### config.mk
export PLATFORM = sky130hd
export DESIGN_NAME = event_buffer
export DESIGN_NICKNAME = d
export VERILOG_FILES = /design/src/rtl/event_buffer.sv
export SDC_FILE = /design/constraint.sdc
export NUM_CORES = 1
export LEC_CHECK = 0
export ABC_AREA = 1
export CELL_PAD_IN_SITES_DETAIL_PLACEMENT = 0
export CELL_PAD_IN_SITES_GLOBAL_PLACEMENT = 1
export CORE_MARGIN = 4
export CORE_UTILIZATION = 44
export CTS_CLUSTER_SIZE = 25
export DETAILED_ROUTE_END_ITERATION = 10
export PLACE_DENSITY = 0.84
export SYNTH_ARGS = -nofsm -noshare
export SYNTH_HDL_FRONTEND = slang
export SYNTH_SLANG_ARGS = --single-unit
### constraint.sdc
create_clock -name sampling_clk -period 7.1 [get_ports sampling_clk]
set_input_delay 1.42 -clock sampling_clk [delete_from_list [all_inputs] [get_ports sampling_clk]]
set_output_delay 1.42 -clock sampling_clk [all_outputs]
set_load 0.02 [all_outputs]
### src/rtl/event_buffer.sv
// Trigger event FIFO: captures ID, timestamp and comparator hits per strobe and
// serialises the oldest event as a framed byte packet for SPI readout.
module event_buffer #(
   parameter int         DEPTH      = 8,
   parameter int         ID_WIDTH   = 16,
   parameter int         TS_WIDTH   = 64,
   parameter int         N_CH       = 24,
   parameter logic [7:0] START_BYTE = 8'h7E,
   parameter logic [7:0] END_BYTE   = 8'h7D
) (
   input  logic                         sampling_clk,
   input  logic                         reset,
   input  logic                         trig_strobe,
   input  logic [ID_WIDTH-1:0]          trig_id,
   input  logic [TS_WIDTH-1:0]          timestamp,
   input  logic [N_CH-1:0]              c_hits,
   output logic [7:0]                   out_data,
   output logic                         out_valid,
   input  logic                         out_ready,
   output logic                         out_last,
   output logic                         interrupt,
   output logic [$clog2(DEPTH+1)-1:0]   level
);

   localparam int PKT_BYTES = 3 + (ID_WIDTH + TS_WIDTH + N_CH) / 8;
   localparam int PTR_W     = $clog2(DEPTH);
   localparam int LVL_W     = $clog2(DEPTH + 1);
   localparam int IDX_W     = $clog2(PKT_BYTES);
   localparam int SH_W      = PKT_BYTES * 8;

   typedef struct packed {
      logic [ID_WIDTH-1:0] id;
      logic [TS_WIDTH-1:0] ts;
      logic [N_CH-1:0]     hits;
      logic [7:0]          status;
   } evt_t;

   typedef enum logic {IDLE, SEND} state_t;

   evt_t             mem [DEPTH];
   logic [PTR_W-1:0] wr_ptr, rd_ptr;
   logic [6:0]       drop_cnt;
   logic [SH_W-1:0]  shreg;
   logic [IDX_W-1:0] idx;
   state_t           state, state_nxt;
   logic             wr_en, pop, load, shift;
   logic [LVL_W-1:0] level_nxt;
   evt_t             wr_evt;

   assign out_valid = (state == SEND);
   assign out_last  = out_valid && (idx == IDX_W'(PKT_BYTES - 1));
   assign out_data  = shreg[SH_W-1 -: 8];

   // Fullness is judged on the registered level, so a strobe racing the final pop still drops.
   assign wr_en     = trig_strobe && (level != LVL_W'(DEPTH));
   assign level_nxt = level + LVL_W'(wr_en) - LVL_W'(pop);

   always_comb begin
      wr_evt.id     = trig_id;
      wr_evt.ts     = timestamp;
      wr_evt.hits   = c_hits;
      wr_evt.status = {(level_nxt == LVL_W'(DEPTH)), drop_cnt};
   end

   always_comb begin
      state_nxt = state;
      load      = 1'b0;
      shift     = 1'b0;
      pop       = 1'b0;
      case (state)
         IDLE: begin
            if (level != '0) begin
               load      = 1'b1;
               state_nxt = SEND;
            end
         end
         SEND: begin
            if (out_ready) begin
               shift = 1'b1;
               if (idx == IDX_W'(PKT_BYTES - 1)) begin
                  pop       = 1'b1;
                  state_nxt = IDLE;
               end
            end
         end
         default: state_nxt = IDLE;
      endcase
   end

   always_ff @(posedge sampling_clk) begin
      if (!reset) begin
         state     <= IDLE;
         wr_ptr    <= '0;
         rd_ptr    <= '0;
         level     <= '0;
         drop_cnt  <= '0;
         shreg     <= '0;
         idx       <= '0;
         interrupt <= 1'b1;
      end else begin
         state     <= state_nxt;
         level     <= level_nxt;
         interrupt <= (level_nxt == '0);
         if (wr_en) begin
            wr_ptr   <= wr_ptr + PTR_W'(1);
            drop_cnt <= '0;
         end else if (trig_strobe && drop_cnt != 7'h7F) begin
            drop_cnt <= drop_cnt + 7'd1;
         end
         if (pop)
            rd_ptr <= rd_ptr + PTR_W'(1);
         // Zeros shift in behind the packet, so out_data idles at 00.
         if (load) begin
            shreg <= {START_BYTE, mem[rd_ptr], END_BYTE};
            idx   <= '0;
         end else if (shift) begin
            shreg <= {shreg[SH_W-9:0], 8'h00};
            idx   <= idx + IDX_W'(1);
         end
      end
   end

   always_ff @(posedge sampling_clk) begin
      if (reset && wr_en)
         mem[wr_ptr] <= wr_evt;
   end

endmodule
==> flow_summary.toml, run 1 <==
[sta]
worstMarginPinSlew_ns = 1.26
setup_viol_count_final = 0
clock.fmax_ghz = 0.223
finalCritPeriodShare = 0.631
period_needed_ns = 4.48
skew_ns = 0.0278
rsz0062_at_grt = "no"
drv_slew = 0
hold_viol = 0
setup_ws_ns = 2.62
max_slew_margin = 0.161

[place]
gp_congestion = 0.781
post-place-ws_ns = 1.93
io_buffers = 122
place_inst = 5750
dp_hpwl_um = 57700

[clocking]
root_buffer = "clkbuf_16"
clock_sinks = 1043
cts_buffers = 108
ctsHtreeMaxLevel = 3
clk_pin_slew_ns = 0.06
post_cts_resized = 0
cts_setup_buffers = 0
cts_buffer_depth = 3
insertion_delay_ns = 0.69
cts_hold_buf = 0
cts_tree = "done"

[die]
core-area_sq_um = 100000
ios = 123
start_util = 0.445
die_y_um = 326
row_count = 116
fp.dieArea_sq_um = 106000
die_w_um = 326

[final_layout]
final_cells = 5960
layout_commonest_cell = "nand2_1"
post-route-util = 0.501
final_cell_mix = "nand2_1 (1380), edfxtp_1 (896), inv_1 (813), nand3_1 (791), dfxtp_1 (144)"
final.fill_count = 8828
drive_gt1_frac = 0.0498
nets = 4621
areaGrowthSynthToFinish_pct = 12.7

[synth]
yosys_warnings = 0
synth_seq_cells = 1043
synth_cell_type_count = 29
synth_edf_count = 896
synthArstFlopShare = 0
yosysSeqAreaShare = 0.669
synth_area_per_cell_sq_um = 9.96
synth_top_cell_area_share = 0.603
synth_ff_type = "edfxtp_1"
syn-cell-area_sq_um = 44600
syn-num-nets = 4595
yosys.area.top_type = "edfxtp_1"
synthCells = 4477
yosys-top-cells-area = "edfxtp_1 (60%), nand2_1 (12%), nand3_1 (8.9%)"

[worst_setup_path]
ff2ff_setup_slack_ns = 3.47
cp_max_fo = 54
crit_path_start_kind = "primary input"
endpoint_kind = "flop"
critical_path_class = "primary input to flop"
cp-startpoint = "reset"
r2r-start = "level[2]"
worstPathRequired_ns = 7.44
cp.arrival_ns = 4.82

[route]
num_vias = 29700
wl_per_cell_um = 18.0
drtPass1Iterations = 5
wirelength_um = 108000
ant_nets = 0
route.detailed.drc = 0
drtIter0Drc = 2739
vias_per_cell = 4.98

[power_and_ir_drop]
p_leak_nw = 20.9
p_per_area_nw_per_um2 = 291
total_power_mw = 14.6
ir_drop_mv = 0.224

[run_status]
status = "finished clean"

[grt]
antenna_found_initial = 7
grt_util_all_layers = 0.199
grt_pass1_vias = 28600
grt_first_pass_wirelength_um = 167000
grt_max_degree = 215
grt_overflow = 0

[run]
maxCapViolations = 0

[min_path]
hold_class = "flop to flop"
hold_path_startpoint = "shreg[6]"
==> kinds of logic after synthesis <==
family                     share of synthesized area
buffers and inverters                          0.101
and+or+nand+nor                                0.209
xor gates and xnor gates                    0.000982
adders and majority gates                    0.00297
DFF                                            0.669
AOI/OAI and AO/OA                             0.0168
==> sequential cells by signal, summed over array words and instances (netlist names), named ones only <==
register / cells
wr_ptr: 3
interrupt: 1
drop_cnt: 7
rd_ptr: 3
mem: 896
shreg: 121
level: 4
idx: 4
out_valid: 1
==> final timing paths <==
path                                    to  cells past startpoint
worst max-delay path            mem[4][27]                      6
worst min-delay path              shreg[6]                      2
worst max register to register    shreg[9]                      9
worst min register to register    shreg[6]                      2
==> synthesized netlist by cell type (2+ instances only) <==
library cell / n
nand2_1: 1380
edfxtp_1: 896
inv_1: 814
nand3_1: 791
dfxtp_1: 147
buf_2: 135
a21oi_1: 134
clkbuf_1: 36
buf_4: 33
buf_6: 28
nor2_1: 25
o21ai_0: 13
buf_1: 11
ha_1: 9
xor2_1: 4
inv_2: 3
nor3_1: 3
nand2_2: 2
nand4_1: 2
nor3b_1: 2
==> worst max-delay path, cell delays in order <==
cell and delay [ns]:
clkdlybuf4s50_1 1.06, inv_4 0.47, nor2_1 0.30, nand2_1 0.28, nor2_4 0.79, buf_4 0.44
==> final cells by class <==
| cell class | instances | area, sq um | share of cell area |
|---|---|---|---|
| antenna | 4 | 10.0 | 0.000199 |
| clock buffer | 147 | 3100 | 0.0616 |
| clock inverter | 59 | 534 | 0.0106 |
| inverter | 819 | 3110 | 0.0619 |
| multi-input combinational | 2371 | 10300 | 0.205 |
| sequential | 1043 | 29900 | 0.594 |
| tap | 1357 | 1700 | 0.0338 |
| timing repair buffer | 160 | 1640 | 0.0327 |
==> metrics by stage <==
step / area [sq um] / TNS (ns) / hold WS, ns
after CTS: 50200 / 0 / 0.470
after detailed placement: 46600 / 0 / 0.456
final: 50300 / 0 / 0.467
after global routing: 50300 / 0 / 0.497
after floorplan: 44600 / -52.10 / 0.429
after global placement: 46600 / 0 / 0.446
==> report_power, final <==
group          switching (mW)  internal (mW)  leakage [nW]
sequential              0.264           7.05          9.32
clock                    2.36           3.35          1.80
combinational            1.14          0.485          9.74
==> per-layer routing <==
metal,vias to the layer above,share of wire,GRT usage
li1,14400,-,-
met1,14100,0.43,0.269
met2,912,0.48,0.329
met3,201,0.060,0.0315
met4,4,0.031,0.0678
met5,-,0.00021,0
(Power assumes the default switching activity.)
==> inputs of run 2 (changes only) <==
--- a/config.mk
+++ b/config.mk
@@ -9,10 +9,10 @@
 export CELL_PAD_IN_SITES_DETAIL_PLACEMENT = 0
 export CELL_PAD_IN_SITES_GLOBAL_PLACEMENT = 1
 export CORE_MARGIN = 4
-export CORE_UTILIZATION = 44
+export CORE_UTILIZATION = 49
 export CTS_CLUSTER_SIZE = 25
 export DETAILED_ROUTE_END_ITERATION = 10
-export PLACE_DENSITY = 0.84
+export PLACE_DENSITY = 0.88
 export SYNTH_ARGS = -nofsm -noshare
 export SYNTH_HDL_FRONTEND = slang
 export SYNTH_SLANG_ARGS = --single-unit
==> constraint.sdc (replaced) <==
create_clock -name sampling_clk -period 4.25 [get_ports sampling_clk]
set_input_delay 0.85 -clock sampling_clk [delete_from_list [all_inputs] [get_ports sampling_clk]]
set_output_delay 0.85 -clock sampling_clk [all_outputs]
set_load 0.02 [all_outputs]
==> run 2 against run 1 <==
Clock skew is 0.010 ns higher. Critical path depth is 2 lower. Routed wire length is 3.9% lower. Sequential power is 67% higher. Final cell count is 3.0% lower. Sequential cell count stayed put. Combinational power is 74% higher. Die area is 10% lower. Utilization is 5.3 points higher. Critical path type is now flop to output pin. Largest power group unchanged.
==> flow_summary.toml, run 2 (synthesis gave the netlist of run 1 again) <==
[run_status]
status = "finished clean"

[sta]
setup_viol_count_final = 0
max_slew_margin = 0.126
rsz0062_at_grt = "no"
period_needed_ns = 3.20
finalCritPeriodShare = 0.753
worstMarginPinSlew_ns = 1.31
hold_viol = 0
drv_slew = 0
skew_ns = 0.0381
clock.fmax_ghz = 0.312

[clocking]
post_cts_resized = 0
clock_sinks = 1043
cts_buffer_depth = 3
cts_buffers = 104
cts_tree = "done"
cts_setup_buffers = 0
clk_pin_slew_ns = 0.06
cts_hold_buf = 0
insertion_delay_ns = 0.68
root_buffer = "clkbuf_16"
ctsHtreeMaxLevel = 3

[route]
ant_nets = 0
vias_per_cell = 5.09
route.detailed.drc = 0
drtIter0Drc = 2656
wl_per_cell_um = 17.9
wirelength_um = 103000
num_vias = 29400
drtPass1Iterations = 7

[die]
die_w_um = 310
fp.dieArea_sq_um = 95900
ios = 123
start_util = 0.495
row_count = 110
die_y_um = 310
core-area_sq_um = 90100

[power_and_ir_drop]
total_power_mw = 24.0
p_leak_nw = 20.8
ir_drop_mv = 0.368
p_per_area_nw_per_um2 = 480

[final_layout]
final_cell_mix = "nand2_1 (1380), edfxtp_1 (896), inv_1 (813), nand3_1 (791), dfxtp_1 (144)"
layout_commonest_cell = "nand2_1"
largestRegisters = "mem: 896 flops, shreg: 121 flops, drop_cnt: 7 flops"
multi_input_area_sq_um = 10300
areaGrowthSynthToFinish_pct = 12.0
top_register = "mem"
largest_reg_flops = 896
post-route-util = 0.554
nets = 4627
register_area_sq_um = 29900
drive_gt1_frac = 0.0485
final.fill_count = 7433

[grt]
grt_pass1_vias = 27900
grt_max_degree = 222
grt_overflow = 0
antenna_found_initial = 10
grt_first_pass_wirelength_um = 158000
grt_util_all_layers = 0.214

[worst_setup_path]
worstPathRequired_ns = 3.40
endpoint_kind = "output pin"
cp_top_family = "buffers and inverters"
cp_max_fo = 4
crit_path_start_kind = "flop"
crit_chain = "ha_1 -> nand3_1 -> nor2_1 -> clkdlybuf4s50_1"
critical_path_class = "flop to output pin"
path_buf_inv = 1
cp.arrival_ns = 2.35
max_stage_delay_ns = 0.68
slowest_stage = "clkdlybuf4s50_1"

[place]
gp_congestion = 0.777
io_buffers = 122
dp_hpwl_um = 52900

[min_path]
hold_class = "flop to flop"

[run]
maxCapViolations = 0
==> run 2: cell count changes in the layout (fill, tap and decap cells not counted), moves of 2 or more <==
cell | before | now
buf_12 | 11 | 20
clkbuf_16 | 114 | 105
clkbuf_8 | 12 | 7
clkbuf_1 | 21 | 25
inv_16 | 1 | 4
clkbuf_4 | 0 | 2
clkinv_2 | 26 | 24
clkinv_8 | 3 | 1
diode_2 | 4 | 6
==> run 2: stage by stage <==
step	worst slack [ns]	setup TNS, ns	area (sq um)	hold WS (ns)	std cells
2_1_floorplan	-0.501	-443.42	44600	0.429	4477
3_3_place_gp	0.910	0	46600	0.448	5579
3_5_place_dp	0.878	0	46600	0.458	5579
4_1_cts	1.02	0	49900	0.467	5773
5_1_grt	0.907	0	49900	0.484	5777
6_report	1.05	0	49900	0.468	5779
==> run 2: per-layer routing <==
layer	vias to the layer above	GRT usage	share of wire	routed length, um
li1	14500	-	-	-
met1	13900	0.288	0.42	43500
met2	948	0.356	0.48	49800
met3	157	0.0367	0.072	7490
met4	10	0.0724	0.025	2530
met5	-	0	0.00055	57
==> run 2: report_power, final <==
group / internal (mW) / switching (mW) / total, mW
combinational: 0.867 / 1.97 / 2.84
sequential: 11.8 / 0.378 / 12.2
clock: 5.14 / 3.82 / 8.96
==> run 2: final timing paths <==
kind / startpoint / endpoint / slack (ns) / depth (start not counted)
hold reg to reg: rd_ptr[2] / flop / 0.47 / 2
setup reg to reg: level[2] / shreg[15] / 1.37 / 8
setup / recovery: idx[1] / out_last / 1.05 / 4
hold / removal: rd_ptr[2] / flop / 0.47 / 2
==> run 2: final cells by class <==
type,instances,area share
well taps,1176,0.0295
clock inverters,55,0.0107
inverters,819,0.0621
multi-input cells,2371,0.206
diodes,6,0.000301
flip-flops and latches,1043,0.598
repair buffers,170,0.0367
clock buffers,139,0.0567
==> run 2: worst register-to-register path, cell delays in order (launching register included) <==
cell and delay [ns]:
dfxtp_1 0.39, inv_1 0.14, ha_1 0.17, nand3_2 0.15
nand2_4 0.45, inv_4 0.39, nor2_1 0.83, nand2_1 0.10
a21oi_1 0.18
